File: config.mk
export PLATFORM = sky130hd
export DESIGN_NAME = ysyx_23060042_ifu_fetch_flat
export DESIGN_NICKNAME = d
export VERILOG_FILES = /design/src/rtl/ysyx_23060042_ifu_fetch_if.sv /design/src/rtl/ysyx_23060042_ifu_fetch.sv /design/src/flat_wrapper.sv
export SDC_FILE = /design/constraint.sdc
export NUM_CORES = 1
export LEC_CHECK = 0
export CAP_MARGIN = 10
export CORE_ASPECT_RATIO = 0.75
export CORE_MARGIN = 2
export CORE_UTILIZATION = 35
export CTS_CLUSTER_DIAMETER = 30
export DETAILED_ROUTE_END_ITERATION = 12
export SYNTH_ARGS = -nofsm -noshare
export SYNTH_HDL_FRONTEND = slang
export SYNTH_SLANG_ARGS = --single-unit
File: constraint.sdc
create_clock -name clk -period 2.15 [get_ports clk]
set_input_delay 0.43 -clock clk [delete_from_list [all_inputs] [get_ports clk]]
set_output_delay 0.43 -clock clk [all_outputs]
set_load 0.03 [all_outputs]
File: src/rtl/ysyx_23060042_ifu_fetch_if.sv
`default_nettype none
// ============================================================================
// Module      : ysyx_23060042_ifu_fetch_if
// Description : Instruction-memory request/response bus, decode-side
//               instruction hand-off, and execute/decode control inputs
//               (redirect, halt) of the fetch unit.
//               The master modport is the fetch unit; the slave modport is
//               the surrounding memory / pipeline.
// Revision    : 1.0 - initial release
// ============================================================================
interface ysyx_23060042_ifu_fetch_if;
    logic        imem_req_valid;
    logic        imem_req_ready;
    logic [31:0] imem_req_addr;
    logic        imem_rsp_valid;
    logic [31:0] imem_rsp_data;
    logic        inst_valid;
    logic        inst_ready;
    logic [31:0] inst;
    logic [31:0] inst_pc;
    logic        redirect_valid;
    logic [31:0] redirect_pc;
    logic        halt;

    modport master (
        output imem_req_valid,
        input  imem_req_ready,
        output imem_req_addr,
        input  imem_rsp_valid,
        input  imem_rsp_data,
        output inst_valid,
        input  inst_ready,
        output inst,
        output inst_pc,
        input  redirect_valid,
        input  redirect_pc,
        input  halt
    );

    modport slave (
        input  imem_req_valid,
        output imem_req_ready,
        input  imem_req_addr,
        output imem_rsp_valid,
        output imem_rsp_data,
        input  inst_valid,
        output inst_ready,
        input  inst,
        input  inst_pc,
        output redirect_valid,
        output redirect_pc,
        output halt
    );
endinterface
`default_nettype wire

File: src/rtl/ysyx_23060042_ifu_fetch.sv
`default_nettype none
// ============================================================================
// Module      : ysyx_23060042_ifu_fetch
// Description : Instruction fetch unit. Holds the PC, issues one word fetch
//               at a time to instruction memory, buffers returned words with
//               their PCs in a small FIFO and hands them to decode.
//               Handles execute redirects and a sticky halt from decode.
//               Optional macro YSYX_23060042_IFU_PERF_EN adds the
//               perf_fetch_cnt / perf_stall_cnt counter ports.
// Revision    : 1.0 - initial release
// ============================================================================
module ysyx_23060042_ifu_fetch #(
    parameter logic [31:0] RESET_PC   = 32'h8000_0000,
    parameter int          FIFO_DEPTH = 2
) (
    input  logic                        clk,
    input  logic                        rst_n,
    ysyx_23060042_ifu_fetch_if.master   bus
`ifdef YSYX_23060042_IFU_PERF_EN
    ,
    output logic [31:0]                 perf_fetch_cnt,
    output logic [31:0]                 perf_stall_cnt
`endif
);

    localparam int               c_ptr_w = $clog2(FIFO_DEPTH);
    localparam logic [c_ptr_w:0] c_depth = (c_ptr_w + 1)'(FIFO_DEPTH);

    localparam logic [1:0] c_st_req    = 2'd0;
    localparam logic [1:0] c_st_wait   = 2'd1;
    localparam logic [1:0] c_st_halted = 2'd2;

    logic [1:0]         r_state;
    logic [1:0]         w_state_nxt;
    logic [31:0]        r_pc;
    logic [31:0]        r_req_pc;
    logic               r_drop;
    logic               r_halt_seen;
    logic [31:0]        r_fifo_data [FIFO_DEPTH];
    logic [31:0]        r_fifo_pc   [FIFO_DEPTH];
    logic [c_ptr_w-1:0] r_wr_ptr;
    logic [c_ptr_w-1:0] r_rd_ptr;
    logic [c_ptr_w:0]   r_count;

    logic w_req_valid;
    logic w_hs;
    logic w_outstanding;
    logic w_rsp_acc;
    logic w_flush;
    logic w_redir;
    logic w_push;
    logic w_pop;
    logic w_inst_valid;
    logic w_halt_any;

    // A request is in flight exactly while the FSM waits for its response.
    assign w_outstanding = (r_state == c_st_wait);
    assign w_hs          = w_req_valid & bus.imem_req_ready;
    assign w_rsp_acc     = bus.imem_rsp_valid & w_outstanding;
    assign w_halt_any    = bus.halt | r_halt_seen;
    // Once halted, redirects are ignored; a redirect arriving together with
    // the halt still empties the buffer but does not move the PC.
    assign w_flush       = bus.redirect_valid & ~r_halt_seen;
    assign w_redir       = w_flush & ~bus.halt;
    // A flush discards a response arriving in the same cycle.
    assign w_push        = w_rsp_acc & ~r_drop & ~w_flush;
    assign w_inst_valid  = (r_count != '0);
    assign w_pop         = w_inst_valid & bus.inst_ready & ~w_flush;

    assign bus.imem_req_valid = w_req_valid;
    assign bus.imem_req_addr  = r_pc;
    assign bus.inst_valid     = w_inst_valid;
    assign bus.inst           = r_fifo_data[r_rd_ptr];
    assign bus.inst_pc        = r_fifo_pc[r_rd_ptr];

    // FSM state register.
    always_ff @(posedge clk or negedge rst_n) begin
        if (!rst_n) begin
            r_state <= c_st_req;
        end else begin
            r_state <= w_state_nxt;
        end
    end

    // FSM next state: issue -> wait for the single response -> issue again or stop.
    always_comb begin
        w_state_nxt = r_state;
        case (r_state)
            c_st_req: begin
                if (w_hs) begin
                    w_state_nxt = c_st_wait;
                end else if (w_halt_any) begin
                    w_state_nxt = c_st_halted;
                end
            end
            c_st_wait: begin
                if (w_rsp_acc) begin
                    w_state_nxt = w_halt_any ? c_st_halted : c_st_req;
                end
            end
            c_st_halted: begin
                w_state_nxt = c_st_halted;
            end
            default: begin
                w_state_nxt = c_st_req;
            end
        endcase
    end

    // FSM output: request only when the buffer can absorb the response;
    // held low while reset is asserted.
    always_comb begin
        w_req_valid = 1'b0;
        if (rst_n && (r_state == c_st_req) && (r_count < c_depth)) begin
            w_req_valid = 1'b1;
        end
    end

    // PC, in-flight request PC, drop flag and sticky halt.
    always_ff @(posedge clk or negedge rst_n) begin
        if (!rst_n) begin
            r_pc        <= RESET_PC;
            r_req_pc    <= '0;
            r_drop      <= 1'b0;
            r_halt_seen <= 1'b0;
        end else begin
            if (w_redir) begin
                r_pc <= bus.redirect_pc & 32'hFFFF_FFFC;
            end else if (w_hs) begin
                r_pc <= r_pc + 32'd4;
            end
            if (w_hs) begin
                r_req_pc <= r_pc;
            end
            // The response of a request issued before the redirect is stale.
            if (w_rsp_acc) begin
                r_drop <= 1'b0;
            end else if (w_redir && (w_outstanding || w_hs)) begin
                r_drop <= 1'b1;
            end
            r_halt_seen <= w_halt_any;
        end
    end

    // Instruction buffer: push returned words, pop to decode, flush on redirect.
    always_ff @(posedge clk or negedge rst_n) begin
        if (!rst_n) begin
            for (int i = 0; i < FIFO_DEPTH; i++) begin
                r_fifo_data[i] <= '0;
                r_fifo_pc[i]   <= '0;
            end
            r_wr_ptr <= '0;
            r_rd_ptr <= '0;
            r_count  <= '0;
        end else if (w_flush) begin
            r_wr_ptr <= '0;
            r_rd_ptr <= '0;
            r_count  <= '0;
        end else begin
            if (w_push) begin
                r_fifo_data[r_wr_ptr] <= bus.imem_rsp_data;
                r_fifo_pc[r_wr_ptr]   <= r_req_pc;
                r_wr_ptr              <= r_wr_ptr + 1'b1;
            end
            if (w_pop) begin
                r_rd_ptr <= r_rd_ptr + 1'b1;
            end
            case ({w_push, w_pop})
                2'b10:   r_count <= r_count + 1'b1;
                2'b01:   r_count <= r_count - 1'b1;
                default: r_count <= r_count;
            endcase
        end
    end

`ifdef YSYX_23060042_IFU_PERF_EN
    // Performance counters: words delivered into the buffer, and cycles a
    // request sat waiting for memory.
    always_ff @(posedge clk or negedge rst_n) begin
        if (!rst_n) begin
            perf_fetch_cnt <= '0;
            perf_stall_cnt <= '0;
        end else begin
            if (w_push) begin
                perf_fetch_cnt <= perf_fetch_cnt + 32'd1;
            end
            if (w_req_valid && !bus.imem_req_ready) begin
                perf_stall_cnt <= perf_stall_cnt + 32'd1;
            end
        end
    end
`endif

endmodule
`default_nettype wire

File: src/flat_wrapper.sv
// flat-port wrapper written by rule: the top's interface ports become plain ports
module ysyx_23060042_ifu_fetch_flat 
#(
    parameter logic [31:0] RESET_PC   = 32'h8000_0000,
    parameter int          FIFO_DEPTH = 2
)
  (clk, rst_n, bus_imem_req_valid, bus_imem_req_ready, bus_imem_req_addr, bus_imem_rsp_valid, bus_imem_rsp_data, bus_inst_valid, bus_inst_ready, bus_inst, bus_inst_pc, bus_redirect_valid, bus_redirect_pc, bus_halt);
  ysyx_23060042_ifu_fetch_if bus_i ();
  input  logic clk;
  input  logic rst_n;
  output wire logic [$bits(bus_i.imem_req_valid)-1:0] bus_imem_req_valid;
  input wire logic [$bits(bus_i.imem_req_ready)-1:0] bus_imem_req_ready;
  output wire logic [$bits(bus_i.imem_req_addr)-1:0] bus_imem_req_addr;
  input wire logic [$bits(bus_i.imem_rsp_valid)-1:0] bus_imem_rsp_valid;
  input wire logic [$bits(bus_i.imem_rsp_data)-1:0] bus_imem_rsp_data;
  output wire logic [$bits(bus_i.inst_valid)-1:0] bus_inst_valid;
  input wire logic [$bits(bus_i.inst_ready)-1:0] bus_inst_ready;
  output wire logic [$bits(bus_i.inst)-1:0] bus_inst;
  output wire logic [$bits(bus_i.inst_pc)-1:0] bus_inst_pc;
  input wire logic [$bits(bus_i.redirect_valid)-1:0] bus_redirect_valid;
  input wire logic [$bits(bus_i.redirect_pc)-1:0] bus_redirect_pc;
  input wire logic [$bits(bus_i.halt)-1:0] bus_halt;
  assign bus_imem_req_valid = bus_i.imem_req_valid;
  assign bus_i.imem_req_ready = bus_imem_req_ready;
  assign bus_imem_req_addr = bus_i.imem_req_addr;
  assign bus_i.imem_rsp_valid = bus_imem_rsp_valid;
  assign bus_i.imem_rsp_data = bus_imem_rsp_data;
  assign bus_inst_valid = bus_i.inst_valid;
  assign bus_i.inst_ready = bus_inst_ready;
  assign bus_inst = bus_i.inst;
  assign bus_inst_pc = bus_i.inst_pc;
  assign bus_i.redirect_valid = bus_redirect_valid;
  assign bus_i.redirect_pc = bus_redirect_pc;
  assign bus_i.halt = bus_halt;
  ysyx_23060042_ifu_fetch #(.RESET_PC(RESET_PC), .FIFO_DEPTH(FIFO_DEPTH)) u_core (.clk(clk), .rst_n(rst_n), .bus(bus_i));
endmodule
==> results of run 1 <==
-- registers in the layout, indices dropped and copies added (netlist names) --
name,cells
u_core.r_rd_ptr,1
u_core.r_halt_seen,1
u_core.bus.imem_req_addr,30
u_core.r_count,2
u_core.r_fifo_pc,60
u_core.r_req_pc,30
u_core.r_state,2
u_core.r_drop,1
u_core.r_wr_ptr,1
u_core.r_fifo_data,64
-- cell usage in the layout (no fill, tap or decap), types with 18 or more instances in the layout --
cell type	count
sky130_fd_sc_hd__mux2_2	211
sky130_fd_sc_hd__clkbuf_16	18
sky130_fd_sc_hd__dfrtp_1	188
sky130_fd_sc_hd__buf_6	31
sky130_fd_sc_hd__nor2_1	22
sky130_fd_sc_hd__buf_4	58
sky130_fd_sc_hd__buf_2	29
sky130_fd_sc_hd__a31oi_1	18
sky130_fd_sc_hd__nand2_1	23
sky130_fd_sc_hd__clkdlybuf4s50_1	90
sky130_fd_sc_hd__o21ai_0	19
-- critical path: cells and delay by family (launching register included) --
kind	cells	cell delay [ps]
mux	1	330
buf+inv	4	570
flops	1	440
-- stage by stage --
step,std cells,power (mW)
floorplan,653,5.088
global placement,1158,6.062
detailed placement,1158,6.073
CTS,1201,9.744
global route,1205,10.14
finish,1205,9.685
-- report_power, final --
| part | total [mW] | leakage, nW | internal, mW | switching (mW) |
|---|---|---|---|---|
| Combinational | 2.36 | 2.80 | 1.25 | 1.10 |
| Sequential | 4.04 | 2.59 | 3.83 | 0.208 |
| Clock | 3.29 | 0.293 | 1.79 | 1.50 |
| Total | 9.69 | 5.69 | 6.87 | 2.81 |
-- cell families after synthesis --
logic type,count (synthesis),synth area share [%]
AOI/OAI and AO/OA,58,4.274
xor gates and xnor gates,13,1.323
adders and majority gates,2,0.2907
buffers and inverters,48,2.297
DFF,192,55.84
muxes,216,28.25
other,1,0.04357
and+or+nand+nor,120,7.690
-- what timing repair did --
action / in CTS / in global routing
buffers inserted: 10 / 3
gates resized for setup: 262 / 29
gates cloned: 1 / 1
pin swaps: 0 / 7
hold buffers: 0 / 0
setup endpoints to repair: 62 / 57
-- final timing paths --
| path | startpoint | to | slack (ps) |
|---|---|---|---|
| max reg2reg | u_core.r_state[1] | u_core.bus.imem_req_addr[28] | -20 |
| min in group clk | u_core.r_drop | u_core.r_drop | 500 |
| min reg2reg | u_core.r_drop | u_core.r_drop | 500 |
| max | u_core.r_rd_ptr | bus_inst_pc[7] | -50 |
| max in group asynchronous | rst_n | u_core.bus.imem_req_addr[3] | 800 |
| min | rst_n | u_core.r_fifo_data[36] | 120 |
-- per-layer routing --
layer	global-route usage, %	up-vias	share of wire (%)
li1	-	2798	-
met1	26.34	2935	51
met2	24.17	172	42
met3	4.737	6	6.3
met4	3.258	0	0.49
met5	0	-	0
-- final cells by class --
class / count / area [um2] / area share, %
clock buffer: 18 / 439.2 / 3.725
inverter: 3 / 13.76 / 0.1167
multi-input combinational: 413 / 3671 / 31.14
clock inverter: 14 / 168.9 / 1.433
tap: 331 / 414.1 / 3.513
timing repair buffer: 234 / 2273 / 19.28
sequential: 192 / 4810 / 40.79
==> results.py, run 1 <==
metrics = {
    "run_status": {
        "status": "finished with violations",
        "failed_checks": "setup timing",
    },
    "floorplanning": {
        "design.core.area_um2": 24030,
        "die-height_um": 139.8,
        "die_area_um2": 25870,
        "effective_utilization_at_floorplan_pct": 35.81,
        "chipWidth_um": 185.1,
        "row_count": 49,
        "top_level_ports": 169,
    },
    "critical_path": {
        "cp_max_fo": 8,
        "r2r.worst_path.cells": 4,
        "critical_path_required_ps": 1720,
        "worst_ep_arrival_time_ps": 1770,
        "worstSetupStartpointType": "flop",
        "critPathCaptureType": "output pin",
        "critPathSlowestCell": "sky130_fd_sc_hd__dfrtp_2",
        "critical_path.cell_chain": "buf_12 > buf_12 > buf_12 > mux2_4 > buf_6",
        "critPathKind": "reg2out",
        "cpPeakStageDelay_ps": 440,
        "crit_path_frequent_cell": "sky130_fd_sc_hd__buf_12",
    },
    "finish": {
        "area_added_between_synthesis_and_finish_pct": 36.98,
        "fin_util_pct": 49.06,
        "filler_cell_count": 2195,
        "antenna-diode-count": 0,
        "design.final.nets": 934,
        "final_cell_area_um2": 11790,
        "final_layout_size_suffix_gt1_share_pct": 45.77,
    },
    "pwr": {
        "power_density_nw_per_um2": 821.5,
        "vdd_ir_drop_max_v": 0.0005905,
        "cellLeakagePower_nw": 5.687,
    },
    "global_routing": {
        "vias_in_the_first_global_route": 5971,
        "grt_first_pass_wirelength_um": 34000,
        "globalRoute.totalOverflow": 0,
        "antenna_found_initial": 0,
        "gr-usage-all-layers_pct": 17.18,
        "grt_start_max_net_pins": 151,
    },
    "synth": {
        "synth.most_common_cell": "sky130_fd_sc_hd__mux2_2",
        "synth.avg_cell_area_um2": 13.24,
        "synth-edff-count": 0,
        "yosys-top-cells-count": "215 x sky130_fd_sc_hd__mux2_2, 191 x sky130_fd_sc_hd__dfrtp_1, 35 x sky130_fd_sc_hd__clkbuf_1",
        "post-synth-top-area-fraction_pct": 55.53,
        "synth_top_flop_cell": "sky130_fd_sc_hd__dfrtp_1",
        "syn_inst": 650,
        "synth_cell_type_count": 40,
        "yosys-top-cells-area": "sky130_fd_sc_hd__dfrtp_1 56%, sky130_fd_sc_hd__mux2_2 28%, sky130_fd_sc_hd__clkbuf_1 1.5%",
        "synthesis.area_um2": 8607,
        "ys_seq_elements": 192,
        "synthDominantAreaCellType": "sky130_fd_sc_hd__dfrtp_1",
        "synthesis.yosys.warnings": 0,
        "seq_area_frac_synth_pct": 55.84,
        "async_flop_share_pct": 100.0,
    },
    "clock_network": {
        "h_tree_level_count": 4,
        "cts_max_path_buffers": 2,
        "cts.root.buffer_cell": "sky130_fd_sc_hd__clkbuf_16",
        "cts_tree": "done",
        "cts_num_sinks": 192,
        "cts_made_buffers": 17,
        "clk_pin_slew_worst_paths_ps": 70,
        "clk_latency_ps": 440,
    },
    "route": {
        "wire_per_inst_um": 17.91,
        "total_wirelength_um": 21580,
        "number_of_iterations_in_the_first_detailed_routing_pass": 5,
        "detail_route.vias_per_cell": 4.905,
        "drcViolationCount": 0,
        "route.antenna.remaining_nets": 0,
        "dr_total_vias": 5911,
        "drt_first_iter_violations": 336,
    },
    "sta": {
        "worst_clock_skew_ps": 19.58,
        "finalHoldViolations": 0,
        "period_share_pct": 102.4,
        "timing.setup.tns_ps": -162.3,
        "maxSlewViolCount": 0,
        "max_slew_margin_pct": 46.84,
        "setup_slack_ps": -51.30,
        "hold_ws_ps": 115.8,
        "setup-violations-final": 8,
        "tightest_slew_ps": 797.4,
        "fmaxAchievable_mhz": 454.3,
        "rsz0062_at_grt": "yes",
        "timing.final.crit_period_ps": 2201,
    },
    "placed_design": {
        "dpl.hpwl_um": 14360,
        "detailedPlace.worstSlack_ps": -257.5,
        "count_of_buffers_inserted_at_the_top_level_ports": 162,
        "gp_weighted_congestion": 0.7649,
        "placed_area_um2": 11000,
    },
    "worst_hold_path": {
        "holdCritPathClass": "in2async",
    },
    "job": {
        "drv.max_cap_violation_count": 0,
    },
}
No activity file was read; power rests on OpenSTA's default activity.
==> run 2: changes to the inputs <==
CORE_UTILIZATION = 47   (was 35)
HOLD_SLACK_MARGIN = 0.06   (was not set)
PLACE_DENSITY = 0.77   (was not set)
==> run 2 against run 1 <==
Clock skew shrank 7.5 ps. Sequential power about the same. Largest power group unchanged. Highest routed layer unchanged. Critical path depth shrank 1. Non-clock buffer count decreased by 10. The run still ends with setup timing left. Cell count shrank 8.2%.
==> results.py, run 2 (same netlist as run 1, synthesis figures left out) <==
metrics = {
    "critical_path": {
        "rrSetupSlack_ps": -60,
        "worst_ep_arrival_time_ps": 2550,
        "worst_path_dominant_cell_family": "simple AND/OR/NAND/NOR gates",
        "critPathKind": "reg2reg",
        "critPathSlowestCell": "sky130_fd_sc_hd__or4b_4",
        "critical_path_buf_inv_count": 0,
        "critical_path.cell_chain": "or4b_4 > or4_4 > or4_4 > a31oi_1",
        "critPathCaptureType": "flop",
        "cpPeakStageDelay_ps": 580,
        "worstSetupStartpointType": "flop",
        "crit_path_frequent_cell": "sky130_fd_sc_hd__or4_4",
        "cp_max_fo": 7,
        "critical_path_required_ps": 2480,
    },
    "worst_hold_path": {
        "holdCritPathClass": "reg2reg",
    },
    "global_routing": {
        "globalRoute.totalOverflow": 0,
        "grt_first_pass_wirelength_um": 33110,
        "antenna_found_initial": 0,
        "grt_start_max_net_pins": 176,
        "gr-usage-all-layers_pct": 21.93,
        "vias_in_the_first_global_route": 6286,
    },
    "finish": {
        "filler_cell_count": 1328,
        "leading_cell_type_in_the_layout_fill_and_taps_excluded": "sky130_fd_sc_hd__mux2_2",
        "biggestRegsByFlops": "u_core.r_fifo_data x64, u_core.r_fifo_pc x60",
        "top_register": "u_core.r_fifo_data",
        "antenna-diode-count": 0,
        "final_layout_size_suffix_gt1_share_pct": 45.14,
        "largest_register_ff_count": 64,
        "most-common-layout-cells": "215 x sky130_fd_sc_hd__mux2_2, 188 x sky130_fd_sc_hd__dfrtp_1, 93 x sky130_fd_sc_hd__clkdlybuf4s50_1",
        "area_added_between_synthesis_and_finish_pct": 34.13,
        "design.final.nets": 924,
        "fin_cells": 1106,
    },
    "pwr": {
        "cellLeakagePower_nw": 5.516,
        "vdd_ir_drop_max_v": 0.0004581,
        "power_density_nw_per_um2": 798.2,
    },
    "clock_network": {
        "cts_max_path_buffers": 2,
        "cts_tree": "done",
        "cts.root.buffer_cell": "sky130_fd_sc_hd__clkbuf_16",
        "cts_num_sinks": 192,
        "clk_pin_slew_worst_paths_ps": 60,
        "clk_latency_ps": 430,
        "cts_made_buffers": 17,
        "h_tree_level_count": 4,
    },
    "floorplanning": {
        "chipWidth_um": 160.3,
        "effective_utilization_at_floorplan_pct": 48.31,
        "die-height_um": 121.2,
        "design.core.area_um2": 17810,
        "row_count": 42,
        "die_area_um2": 19420,
        "top_level_ports": 169,
    },
    "sta": {
        "finalHoldViolations": 0,
        "setup_slack_ps": -63.27,
        "setup-violations-final": 3,
        "tightest_slew_ps": 971.6,
        "timing.final.crit_period_ps": 2213,
        "rsz0062_at_grt": "yes",
        "fmaxAchievable_mhz": 451.8,
        "maxSlewViolCount": 0,
        "period_share_pct": 102.9,
        "worst_clock_skew_ps": 12.06,
        "hold_ws_ps": 499.4,
        "max_slew_margin_pct": 35.22,
    },
    "placed_design": {
        "gp_weighted_congestion": 0.9120,
        "dpl.hpwl_um": 14260,
        "number_of_placed_instances_with_taps_included": 1063,
        "count_of_buffers_inserted_at_the_top_level_ports": 162,
        "detailedPlace.worstSlack_ps": -280.9,
    },
    "route": {
        "number_of_iterations_in_the_first_detailed_routing_pass": 5,
        "dr_total_vias": 6031,
        "total_wirelength_um": 20980,
        "drt_first_iter_violations": 435,
        "drcViolationCount": 0,
        "wire_per_inst_um": 18.96,
        "route.antenna.remaining_nets": 0,
        "detail_route.vias_per_cell": 5.453,
    },
    "run_status": {
        "status": "finished with violations",
        "failed_checks": "setup timing",
    },
    "job": {
        "drv.max_cap_violation_count": 0,
    },
}
## run 2: changes by cell type in the layout (fill, tap and decap cells not counted), sizes merged
cell | before | now
buf | 133 | 98
dlymetal6s2s | 5 | 3
clkdlybuf4s50 | 90 | 93
dlygate4sd2 | 3 | 2
dlygate4sd3 | 0 | 1
clkinv | 3 | 1
clkinvlp | 2 | 4
clkbuf | 21 | 26
inv | 10 | 6
clkdlybuf4s15 | 0 | 23
## run 2: layout make-up
type / instances / area [um2] / share of cell area, %
Inverter: 3 / 13.76 / 0.1192
Multi-Input combinational cell: 413 / 3680 / 31.87
Clock inverter: 10 / 125.1 / 1.084
Timing Repair Buffer: 224 / 2140 / 18.53
Clock buffer: 22 / 474.2 / 4.108
Sequential cell: 192 / 4810 / 41.66
Tap cell: 242 / 302.8 / 2.623
## run 2: worst reg2reg max path, stage by stage, from the launching register on
cell                      delay (ps)
sky130_fd_sc_hd__dfrtp_1         410
sky130_fd_sc_hd__or4b_4          580
sky130_fd_sc_hd__or4_4           500
sky130_fd_sc_hd__or4_4           440
sky130_fd_sc_hd__a31oi_1         200
## run 2: per-layer routing
layer | global-route usage, % | wire length [um] | up-vias
met5 | 0 | 0 | -
met2 | 35.55 | 9934 | 210
li1 | - | - | 2765
met3 | 5.332 | 1267 | 7
met4 | 4.786 | 117 | 0
met1 | 30.28 | 9656 | 3049
## run 2: stage by stage
step                      setup TNS [ps]  utilization [%]  area, um2  power (mW)
final                             -75.59            64.81      11540       9.215
after global routing              -338.4            64.81      11540       9.599
after detailed placement           -7601            61.15      10890       6.000
after floorplan                   -53.65                -       8656       5.088
after global placement             -4464            61.15      10890       5.931
after CTS                         -973.2            65.15      11610       9.172
## run 2: timing repair
item / 4_1_cts / 5_1_grt
buffers inserted: 4 / 4
endpoints found under the setup margin: 56 / 72
resized for setup: 155 / 63
hold buffers: 1 / 0
pin swaps: 2 / 7
hold endpoints to repair: 17 / 0
cloned: 0 / 2
## run 2: power by group
group	internal (mW)	total [mW]	switching, mW
Sequential	3.84	4.07	0.230
Combinational	0.978	1.96	0.981
Clock	1.82	3.19	1.37
Total	6.64	9.21	2.58
## run 2: worst paths after layout
| check | from | to | cells after the start |
|---|---|---|---|
| hold reg to reg | u_core.r_fifo_pc[31] | u_core.r_fifo_pc[31] | 1 |
| hold / removal | u_core.r_fifo_pc[31] | u_core.r_fifo_pc[31] | 1 |
| setup / recovery | u_core.r_count[1] | u_core.bus.imem_req_addr[28] | 4 |
| min in group asynchronous | rst_n | u_core.bus.imem_req_addr[12] | 3 |
| max in group asynchronous | rst_n | u_core.r_rd_ptr | 4 |
| setup reg to reg | u_core.r_count[1] | u_core.bus.imem_req_addr[28] | 4 |
